$ cat src/rtl/occupancy_gate_controller.sv
// Door crossing decoder: synchronises and debounces two light beams, tracks walk
// direction and pulses the occupancy counter on completed entries and exits.
module occupancy_gate_controller #(
  parameter int DEBOUNCE_CYCLES = 4,
  parameter int TIMEOUT_CYCLES  = 1000,
  parameter int CNT_W           = 4
) (
  input  logic             clk,
  input  logic             reset,
  input  logic             beam_outer,
  input  logic             beam_inner,
  input  logic [CNT_W-1:0] count,
  input  logic [CNT_W-1:0] max_value,
  output logic             inc_enable,
  output logic             dec_enable,
  output logic             door_lock,
  output logic             seq_err,
  output logic             cap_err,
  output logic             busy,
  output logic [2:0]       state_dbg
);

  localparam int DB_W = (DEBOUNCE_CYCLES > 1) ? $clog2(DEBOUNCE_CYCLES) : 1;
  localparam int TO_W = (TIMEOUT_CYCLES > 1) ? $clog2(TIMEOUT_CYCLES) : 1;
  localparam logic [DB_W-1:0] DB_LAST = DB_W'(DEBOUNCE_CYCLES - 1);
  localparam logic [TO_W-1:0] TO_LAST = TO_W'(TIMEOUT_CYCLES - 1);

  typedef enum logic [2:0] {
    IDLE   = 3'd0,
    IN_O   = 3'd1,
    IN_OI  = 3'd2,
    IN_I   = 3'd3,
    OUT_I  = 3'd4,
    OUT_IO = 3'd5,
    OUT_O  = 3'd6,
    ERR    = 3'd7
  } state_t;

  logic [1:0] beam_raw;
  logic [1:0] pair;  // filtered {outer, inner}

  assign beam_raw = {beam_outer, beam_inner};

  genvar gi;
  generate
    for (gi = 0; gi < 2; gi++) begin : g_beam
      logic            sync1_q, sync2_q;
      logic            filt_q, filt_d;
      logic [DB_W-1:0] cnt_q, cnt_d;

      always_comb begin
        filt_d = filt_q;
        cnt_d  = '0;
        if (sync2_q != filt_q) begin
          if (cnt_q == DB_LAST) begin
            filt_d = sync2_q;
          end else begin
            cnt_d = cnt_q + 1'b1;
          end
        end
      end

      always_ff @(posedge clk) begin
        if (!reset) begin
          sync1_q <= 1'b0;
          sync2_q <= 1'b0;
          filt_q  <= 1'b0;
          cnt_q   <= '0;
        end else begin
          sync1_q <= beam_raw[gi];
          sync2_q <= sync1_q;
          filt_q  <= filt_d;
          cnt_q   <= cnt_d;
        end
      end

      assign pair[gi] = filt_q;
    end
  endgenerate

  state_t          state_q, state_d;
  logic [TO_W-1:0] to_cnt_q, to_cnt_d;
  logic            inc_q, inc_d;
  logic            dec_q, dec_d;
  logic            seq_q, seq_d;
  logic            cap_q, cap_d;
  logic            lock_q, lock_d;
  logic            entry_done, exit_done;

  always_comb begin
    state_d    = state_q;
    entry_done = 1'b0;
    exit_done  = 1'b0;
    case (state_q)
      IDLE: begin
        case (pair)
          2'b10:   state_d = IN_O;
          2'b01:   state_d = OUT_I;
          2'b11:   state_d = ERR;
          default: state_d = IDLE;
        endcase
      end
      IN_O: begin
        case (pair)
          2'b11:   state_d = IN_OI;
          2'b00:   state_d = IDLE;
          2'b01:   state_d = ERR;
          default: state_d = IN_O;
        endcase
      end
      IN_OI: begin
        case (pair)
          2'b01:   state_d = IN_I;
          2'b10:   state_d = IN_O;
          2'b00:   state_d = ERR;
          default: state_d = IN_OI;
        endcase
      end
      IN_I: begin
        case (pair)
          2'b00: begin
            state_d    = IDLE;
            entry_done = 1'b1;
          end
          2'b11:   state_d = IN_OI;
          2'b10:   state_d = ERR;
          default: state_d = IN_I;
        endcase
      end
      OUT_I: begin
        case (pair)
          2'b11:   state_d = OUT_IO;
          2'b00:   state_d = IDLE;
          2'b10:   state_d = ERR;
          default: state_d = OUT_I;
        endcase
      end
      OUT_IO: begin
        case (pair)
          2'b10:   state_d = OUT_O;
          2'b01:   state_d = OUT_I;
          2'b00:   state_d = ERR;
          default: state_d = OUT_IO;
        endcase
      end
      OUT_O: begin
        case (pair)
          2'b00: begin
            state_d   = IDLE;
            exit_done = 1'b1;
          end
          2'b11:   state_d = OUT_IO;
          2'b01:   state_d = ERR;
          default: state_d = OUT_O;
        endcase
      end
      ERR: begin
        if (pair == 2'b00) state_d = IDLE;
      end
      default: state_d = IDLE;
    endcase

    // A stalled crossing overrides whatever the beams would have done this cycle.
    if (state_q != IDLE && state_q != ERR && to_cnt_q == TO_LAST) begin
      state_d    = ERR;
      entry_done = 1'b0;
      exit_done  = 1'b0;
    end

    inc_d    = entry_done && (count < max_value);
    dec_d    = exit_done && (count != '0);
    cap_d    = (entry_done && !(count < max_value)) || (exit_done && (count == '0));
    seq_d    = (state_d == ERR) && (state_q != ERR);
    to_cnt_d = (state_q == IDLE || state_d != state_q) ? '0 : to_cnt_q + 1'b1;
    lock_d   = (count >= max_value);
  end

  always_ff @(posedge clk) begin
    if (!reset) begin
      state_q  <= IDLE;
      to_cnt_q <= '0;
      inc_q    <= 1'b0;
      dec_q    <= 1'b0;
      seq_q    <= 1'b0;
      cap_q    <= 1'b0;
      lock_q   <= 1'b0;
    end else begin
      state_q  <= state_d;
      to_cnt_q <= to_cnt_d;
      inc_q    <= inc_d;
      dec_q    <= dec_d;
      seq_q    <= seq_d;
      cap_q    <= cap_d;
      lock_q   <= lock_d;
    end
  end

  assign inc_enable = inc_q;
  assign dec_enable = dec_q;
  assign seq_err    = seq_q;
  assign cap_err    = cap_q;
  assign door_lock  = lock_q;
  assign busy       = (state_q != IDLE);
  assign state_dbg  = state_q;

endmodule

$ cat config.mk
export PLATFORM = sky130hd
export DESIGN_NAME = occupancy_gate_controller
export DESIGN_NICKNAME = d
export VERILOG_FILES = /design/src/rtl/occupancy_gate_controller.sv
export SDC_FILE = /design/constraint.sdc
export NUM_CORES = 1
export LEC_CHECK = 0
export ABC_AREA = 1
export CAP_MARGIN = 20
export CORE_MARGIN = 8
export CORE_UTILIZATION = 57
export CTS_BUF_LIST = sky130_fd_sc_hd__clkbuf_8
export DETAILED_ROUTE_END_ITERATION = 8
export GPL_TIMING_DRIVEN = 0
export HOLD_SLACK_MARGIN = 0.12
export PLACE_DENSITY = 0.9
export RECOVER_POWER = 50
export SYNTH_ARGS = -nofsm -noshare
export SYNTH_HDL_FRONTEND = slang
export SYNTH_SLANG_ARGS = --single-unit
$ cat constraint.sdc
create_clock -name clk -period 2.03 [get_ports clk]
set_input_delay 0.406 -clock clk [delete_from_list [all_inputs] [get_ports clk]]
set_output_delay 0.406 -clock clk [all_outputs]
set_load 0.01 [all_outputs]
## Yosys cells after proc, flatten, opt, wreduce, memory -nomap -nowiden

Index checks and enable logic that the tools add are counted.

- Multiplexer cells: 15
- Equal/unequal tests: 18
- Bitwise logic cells: 3
- $lt $le $gt $ge: 2
- Reduce and logical (&&, ||, !) cells: 20
- Add/subtract/negate cells: 3

Operator list:

| operator | number |
|---|---|
| one-hot mux 3 bit (3 select lines) | 6 |
| one-hot mux 3 bit (8 select lines) | 1 |
| equality test 3 bit, second input constant | 5 |
| adder 10 x 1 -> 10 bit, second input constant | 1 |
| equality test 10 bit, second input constant | 1 |
| equality test 2 bit, second input constant | 4 |
| logical AND 1 bit | 7 |
| equality test 3 x 2 -> 1 bit, second input constant | 2 |
| 2-to-1 mux 3 bit | 2 |
| one-hot mux 2 bit (3 select lines) | 1 |
| OR reduction 3 bit | 2 |
| 2-to-1 mux 1 bit | 5 |
| adder 2 x 1 -> 2 bit, second input constant | 2 |
| >= comparator 4 bit | 1 |
| zero test 4 bit | 1 |
| less-than comparator 4 bit | 1 |
| AND reduction 2 bit | 2 |
| nonzero test 4 bit | 1 |
| equality test 3 x 1 -> 1 bit, second input constant | 1 |
| zero test 3 bit | 1 |
| != test 3 bit | 1 |
| != test 3 bit, second input constant | 1 |
| NOT 1 bit | 3 |
| nonzero test 3 bit | 1 |
| 6 further kinds | 8 |

- Input bits: 12
- Output and inout port bits: 9
- Word-level logic and storage cells: 76
- Flip-flop bits (word level): 28

## Longest topological paths before layout

Gate-level depths: netlist of run 1.

- Word-level depth: 7
- Gate-level depth with buffers: 12
- Depth with buffers taken out: 12

## Least setup slack after synthesis of run 1

No wires, ideal clock.

- Path type: reg-to-reg
- Start: register g_beam[0].filt_q
- End: register to_cnt_q[6]
- Arrival time: 1,567 ps
- Library setup time: 116 ps
- Stages on the path, launching flop included: 11
- Slack: 347 ps
- Path through: dfxtp_1 > inv_1 > ha_1 > nand4_1 > nand3_1 > nor2_1 > nand3_1 > nand2_1 > nand2_1 > nand3_4 > nor2_1

- Cells in the longest elaborated chain, start to end: 7

RTL lines:

| what | RTL line | text |
|---|---|---|
| start, declared | 48 | `logic filt_q, filt_d;` |
| start signal, assigned | 72 | `filt_q <= filt_d;` |
| equality test 2 x 1 -> 1 bit (tied with other cells) | n/a |  |
| one-hot mux 3 bit (3 select lines) (tied with other cells) | 147 | `case (pair)` |
| one-hot mux 3 bit (8 select lines) (*) | 94 | `case (state_q)` |
| 2-to-1 mux 3 bit (*) | 164 | `if (state_q != IDLE && state_q != ERR && to_cnt_q == TO_LAST) begin` |
| != test 3 bit (*) | 174 | `to_cnt_d = (state_q == IDLE \|\| state_d != state_q) ? '0 : to_cnt_q + 1'b1;` |
| logical OR 1 bit (*) | 174 |  |
| OR reduction 2 bit (no line) (*) | n/a |  |
| end signal, assigned | 189 | `to_cnt_q <= to_cnt_d;` |
| end, declared | 82 | `logic [TO_W-1:0] to_cnt_q, to_cnt_d;` |

Mark *: on every way between the ends. The rest lies on a longest branch, timed or not.
A chain may end at the register's enable or synchronous reset.

## Worst setup path in the final report of run 1

- Start: register state_q[1] (netlist: state_dbg[1])
- End: output port busy

- Cells in the longest elaborated chain, start to end: 1

RTL lines:

| what | RTL line | text |
|---|---|---|
| start, declared | 81 | `state_t state_q, state_d;` |
| start signal, assigned | 188 | `state_q <= state_d;` |
| nonzero test 3 bit | 203 | `assign busy = (state_q != IDLE);` |
| end, declared | 19 | `output logic busy,` |

No other way between the ends.

==> tab_implementation.tex, run 1 <==
\begin{tabular}{lr}
\hline
Metric & Value \\
\hline
\multicolumn{2}{l}{\textbf{Pwr}} \\
\quad Worst ir drop on vdd & between 0.5 and 0.6 mV \\
\quad PD cells & 538 nW/um\^{}2 \\
\quad Leakage Power & 0.937 nW \\
\multicolumn{2}{l}{\textbf{STA}} \\
\quad Fraction of the cycle the final worst path needs & 96.9\% \\
\quad RSZ-0062 raised after global routing & no \\
\quad Total Negative Setup Slacks & 0 ps \\
\quad Max-slew violation count & 0 \\
\quad Skew final & 5.53 ps \\
\quad Count of endpoints failing setup in the final report & 0 \\
\quad Hold\_ws & approximately 420 ps \\
\quad Max\_slew headroom & 71.8\% \\
\quad Tightest Pin Transition & between 400 and 500 ps \\
\quad Number of failing hold endpoints at the final stage & 0 \\
\quad Post-layout worst setup margin & roughly 63 ps \\
\quad Tmin final & 1970 ps \\
\quad Achievable frequency & 0.509 GHz \\
\multicolumn{2}{l}{\textbf{Run status}} \\
\quad Run status & complete, no violations \\
\multicolumn{2}{l}{\textbf{Floorplanning}} \\
\quad Chip width & 70.0 um \\
\quad Core Box Area & 2760 um\^{}2 \\
\quad Die Y-Extent & 70.0 um \\
\quad Std-Cell Rows & 19 \\
\quad Die area & 4900 um\^{}2 \\
\quad Top-level I/O count & 21 \\
\quad Starting Density & 60.3\% \\
\multicolumn{2}{l}{\textbf{Global route}} \\
\quad First-pass GRT wire length & slightly below 6 mm \\
\quad Overall routing resource usage & 14.1\% \\
\quad Antenna violations before repair & 0 \\
\quad Pin count of the biggest net entering global routing & 17 \\
\quad Vias in the first global route & 1453 \\
\quad Grt ovf & 0 \\
\multicolumn{2}{l}{\textbf{Critical path}} \\
\quad Critical path cell sequence & nor2\_4 -> nand2\_4 -> clkdlybuf4s50\_1 \\
\quad Critical path depth & 3 \\
\quad Peak fanout along the critical path & 8 \\
\quad Worst R2R Start & g\_beam[0].filt\_q \\
\quad Critical Path AT & 1560 ps \\
\quad Kind of end point of the critical path & output port \\
\quad Worst path buffer plus inverter count & 1 \\
\quad Length in cells of the worst reg-to-reg path & 12 \\
\quad Category of cells accounting for the largest share of critical-path delay & flip-flops \\
\quad Start point of the critical path & state\_dbg[1] \\
\quad Critical path's largest stage delay & between 500 and 600 ps \\
\quad Cell with the biggest individual delay on the critical path & sky130\_fd\_sc\_hd\_\_dfxtp\_1 \\
\quad Startpoint kind of the worst setup timing path & register \\
\quad Worst setup path endpoint & busy \\
\quad Register-to-Register Setup Slack & 150 ps \\
\quad Required time at the endpoint of the critical path & 1620 ps \\
\quad Type of the worst setup path & reg2out \\
\quad Reg2Reg Capture Point & to\_cnt\_q[8] \\
\multicolumn{2}{l}{\textbf{Logic synthesis}} \\
\quad Most common cell in the netlist & sky130\_fd\_sc\_hd\_\_inv\_1 \\
\quad Number of library cell types mapped by synthesis & 24 \\
\quad Total of flip-flops plus latches after synthesis & 28 \\
\quad Number of warnings reported in the yosys synthesis log & 0 \\
\quad Leading cell types by count after synthesis & sky130\_fd\_sc\_hd\_\_inv\_1, sky130\_fd\_sc\_hd\_\_nand2\_1, sky130\_fd\_sc\_hd\_\_nor2\_1 \\
\quad Syn Inst Count & 240 \\
\quad Library cell occupying the most area in the post-synthesis netlist & sky130\_fd\_sc\_hd\_\_dfxtp\_1 \\
\quad Proportion of register bits with asynchronous set or reset after synthesis & 0\% \\
\quad Largest cells by area after synthesis & sky130\_fd\_sc\_hd\_\_dfxtp\_1, sky130\_fd\_sc\_hd\_\_ha\_1, sky130\_fd\_sc\_hd\_\_inv\_1 \\
\quad Average cell area after synthesis & approximately 7 um\^{}2 \\
\quad Register area share after synthesis & 33.7\% \\
\quad Share of Yosys cell area claimed by the top area cell type & 33.7\% \\
\quad Post-synthesis cell area & about 1700 um\^{}2 \\
\quad Ys flop type & sky130\_fd\_sc\_hd\_\_dfxtp\_1 \\
\quad Number of flops mapped to enable cells by yosys & 0 \\
\quad Total nets after synthesis & roughly 270 \\
\multicolumn{2}{l}{\textbf{Placed design}} \\
\quad Post-Place Worst Slack & 25.3 ps \\
\quad DPL Wire Length & 2.61 mm \\
\quad Total of buffers placed on input and output ports & 20 \\
\quad Placer Congestion & 0.964 \\
\multicolumn{2}{l}{\textbf{Clock network}} \\
\quad Hold-fix buffer count after cts & 0 \\
\quad Count of buffers added by post-CTS timing repair for setup & 0 \\
\quad Htree depth & 1 \\
\quad Clock tree from TritonCTS & yes \\
\quad Number of cells upsized or downsized after cts & 1 \\
\quad Clock insertion delay at the later pin of the skew report & 280 ps \\
\quad Library cell used as clock root buffer & sky130\_fd\_sc\_hd\_\_clkbuf\_8 \\
\quad Clk slew on worst S/H paths & approximately 90 ps \\
\quad Max clock buf depth & 2 \\
\quad TritonCTS Buffers & 3 \\
\quad Clk sink count & 28 \\
\multicolumn{2}{l}{\textbf{Worst hold path}} \\
\quad Hold Path Stages & 1 \\
\quad Worst hold path type & reg2reg \\
\multicolumn{2}{l}{\textbf{Route}} \\
\quad Via count & 1501 \\
\quad Total length of routed met2 wires & 1.57 mm \\
\quad Router iterations before antenna repair & 4 \\
\quad Uppermost layer routed & met4 \\
\quad DR iter-0 viols & roughly 110 \\
\quad Met3 WL & 215 um \\
\quad DRT Wirelength & 3.34 mm \\
\quad Count of antenna-violating nets left after detailed routing & 0 \\
\quad Number of vias per cell after detailed routing & $\sim$5.1 \\
\quad Average wire per standard cell & roughly 11 um \\
\quad Residual DRC & 0 \\
\quad Wire length the detailed router placed on met1 & 1.49 mm \\
\multicolumn{2}{l}{\textbf{Finish}} \\
\quad Number of diodes & 0 \\
\quad Fraction of layout instances using a drive strength above 1 & 7.20\% \\
\quad Synth-to-Final Area Change & 19.0\% \\
\quad Layout net count & 292 \\
\multicolumn{2}{l}{\textbf{Flow run}} \\
\quad Max-Cap Viols & 0 \\
\hline
\end{tabular}
==> worst min-delay path by stage <==
| stage | start | end | slack (ps) |
|---|---|---|---|
| floorplan | g_beam[0].sync1_q | g_beam[0].sync2_q | 390 |
| CTS | g_beam[0].cnt_q[0] | g_beam[0].cnt_q[0] | 430 |
| finish | g_beam[0].cnt_q[0] | g_beam[0].cnt_q[0] | 420 |
| global placement | g_beam[0].sync1_q | g_beam[0].sync2_q | 400 |
| global route | g_beam[0].cnt_q[0] | g_beam[0].cnt_q[0] | 450 |
| detailed placement | g_beam[0].sync1_q | g_beam[0].sync2_q | 410 |
==> power breakdown <==
part           internal (W)  leakage [nW]   total, W  switching (W)
Clock              0.000264        0.0357   0.000445       0.000180
Combinational     0.0000330         0.674  0.0000611      0.0000281
Sequential         0.000556         0.228   0.000558     0.00000266
Total              0.000853         0.937    0.00106       0.000211
==> flip-flops by register name, indices dropped and copies added (netlist names) <==
register	cells
door_lock	1
inc_enable	1
g_beam.sync2_q	2
g_beam.sync1_q	2
cap_err	1
seq_err	1
dec_enable	1
state_dbg	3
g_beam.filt_q	2
g_beam.cnt_q	4
to_cnt_q	10
==> stage by stage <==
step / util (%) / total power, W / cell area, um^2 / cells
floorplan: - / 0.000600 / 1660 / 240
global placement: 69.0 / 0.000632 / 1900 / 291
detailed placement: 69.0 / 0.000634 / 1900 / 291
CTS: 71.6 / 0.00107 / 1970 / 295
global route: 71.7 / 0.00110 / 1980 / 295
finish: 71.7 / 0.00106 / 1980 / 295
==> worst register-to-register path: stages, from the launching register on <==
cell and delay [ps]:
sky130_fd_sc_hd__dfxtp_2 430, sky130_fd_sc_hd__inv_1 130, sky130_fd_sc_hd__ha_1 290, sky130_fd_sc_hd__nor2_1 120, sky130_fd_sc_hd__nor2_1 40, sky130_fd_sc_hd__nand2_1 60
sky130_fd_sc_hd__nand3_1 90, sky130_fd_sc_hd__nor2_2 150, sky130_fd_sc_hd__nand3_1 110, sky130_fd_sc_hd__nand2_1 80, sky130_fd_sc_hd__nand2_1 90, sky130_fd_sc_hd__nand3_4 150
sky130_fd_sc_hd__nor2_1 50
==> final cells by class <==
class / count / area (um^2)
fill: 222 / 779
clock inverter: 1 / 30.0
multi-input combinational: 162 / 902
tap: 31 / 38.8
sequential: 28 / 563
inverter: 46 / 173
buffer: 4 / 30.0
clock buffer: 3 / 41.3
timing repair buffer: 20 / 200
==> logic make-up (layout without fill, tap and decap cells) <==
group	Yosys count	after routing	synth area share, %
simple gates	122	122	33.0
buf+inv	50	74	12.2
flops	28	28	33.7
compound gates	17	17	5.64
fa+ha+maj	15	15	11.3
xor+xnor	8	8	4.21
==> per-layer routing <==
layer	vias to the layer above	GRT usage [%]
met1	649	15.7
met4	0	7.59
li1	792	-
met5	-	0
met3	10	3.39
met2	50	24.2
==> cell usage in the layout (no fill, tap or decap), types with 2 or more instances in the layout <==
master / synthesis / layout
sky130_fd_sc_hd__ha_1: 15 / 15
sky130_fd_sc_hd__o21ai_0: 5 / 5
sky130_fd_sc_hd__nor3_1: 3 / 3
sky130_fd_sc_hd__dlygate4sd3_1: 0 / 6
sky130_fd_sc_hd__a21oi_1: 8 / 8
sky130_fd_sc_hd__nor2_2: 2 / 3
sky130_fd_sc_hd__nor2_1: 42 / 41
sky130_fd_sc_hd__nor2_4: 2 / 2
sky130_fd_sc_hd__dfxtp_1: 28 / 26
sky130_fd_sc_hd__nand4_1: 5 / 5
sky130_fd_sc_hd__xor2_1: 5 / 5
sky130_fd_sc_hd__inv_1: 44 / 44
sky130_fd_sc_hd__clkbuf_8: 0 / 3
sky130_fd_sc_hd__xnor2_1: 3 / 3
sky130_fd_sc_hd__clkdlybuf4s50_1: 0 / 14
sky130_fd_sc_hd__nand2_1: 42 / 42
sky130_fd_sc_hd__inv_2: 2 / 2
sky130_fd_sc_hd__o211ai_1: 3 / 3
sky130_fd_sc_hd__dfxtp_2: 0 / 2
sky130_fd_sc_hd__buf_4: 2 / 2
sky130_fd_sc_hd__nand3_1: 22 / 22
Power figures use the tool's default switching activity.
==> inputs of run 2 (changes only) <==
--- a/config.mk
+++ b/config.mk
@@ -6,7 +6,7 @@
 export NUM_CORES = 1
 export LEC_CHECK = 0
 export ABC_AREA = 1
-export CAP_MARGIN = 20
+export CAP_MARGIN = 30
 export CORE_MARGIN = 8
 export CORE_UTILIZATION = 57
 export CTS_BUF_LIST = sky130_fd_sc_hd__clkbuf_8
@@ -15,6 +15,7 @@
 export HOLD_SLACK_MARGIN = 0.12
 export PLACE_DENSITY = 0.9
 export RECOVER_POWER = 50
+export SLEW_MARGIN = 20
 export SYNTH_ARGS = -nofsm -noshare
 export SYNTH_HDL_FRONTEND = slang
 export SYNTH_SLANG_ARGS = --single-unit
==> results of run 2 <==
Same layout as run 1: the final DEF is identical, and so are final timing and power.
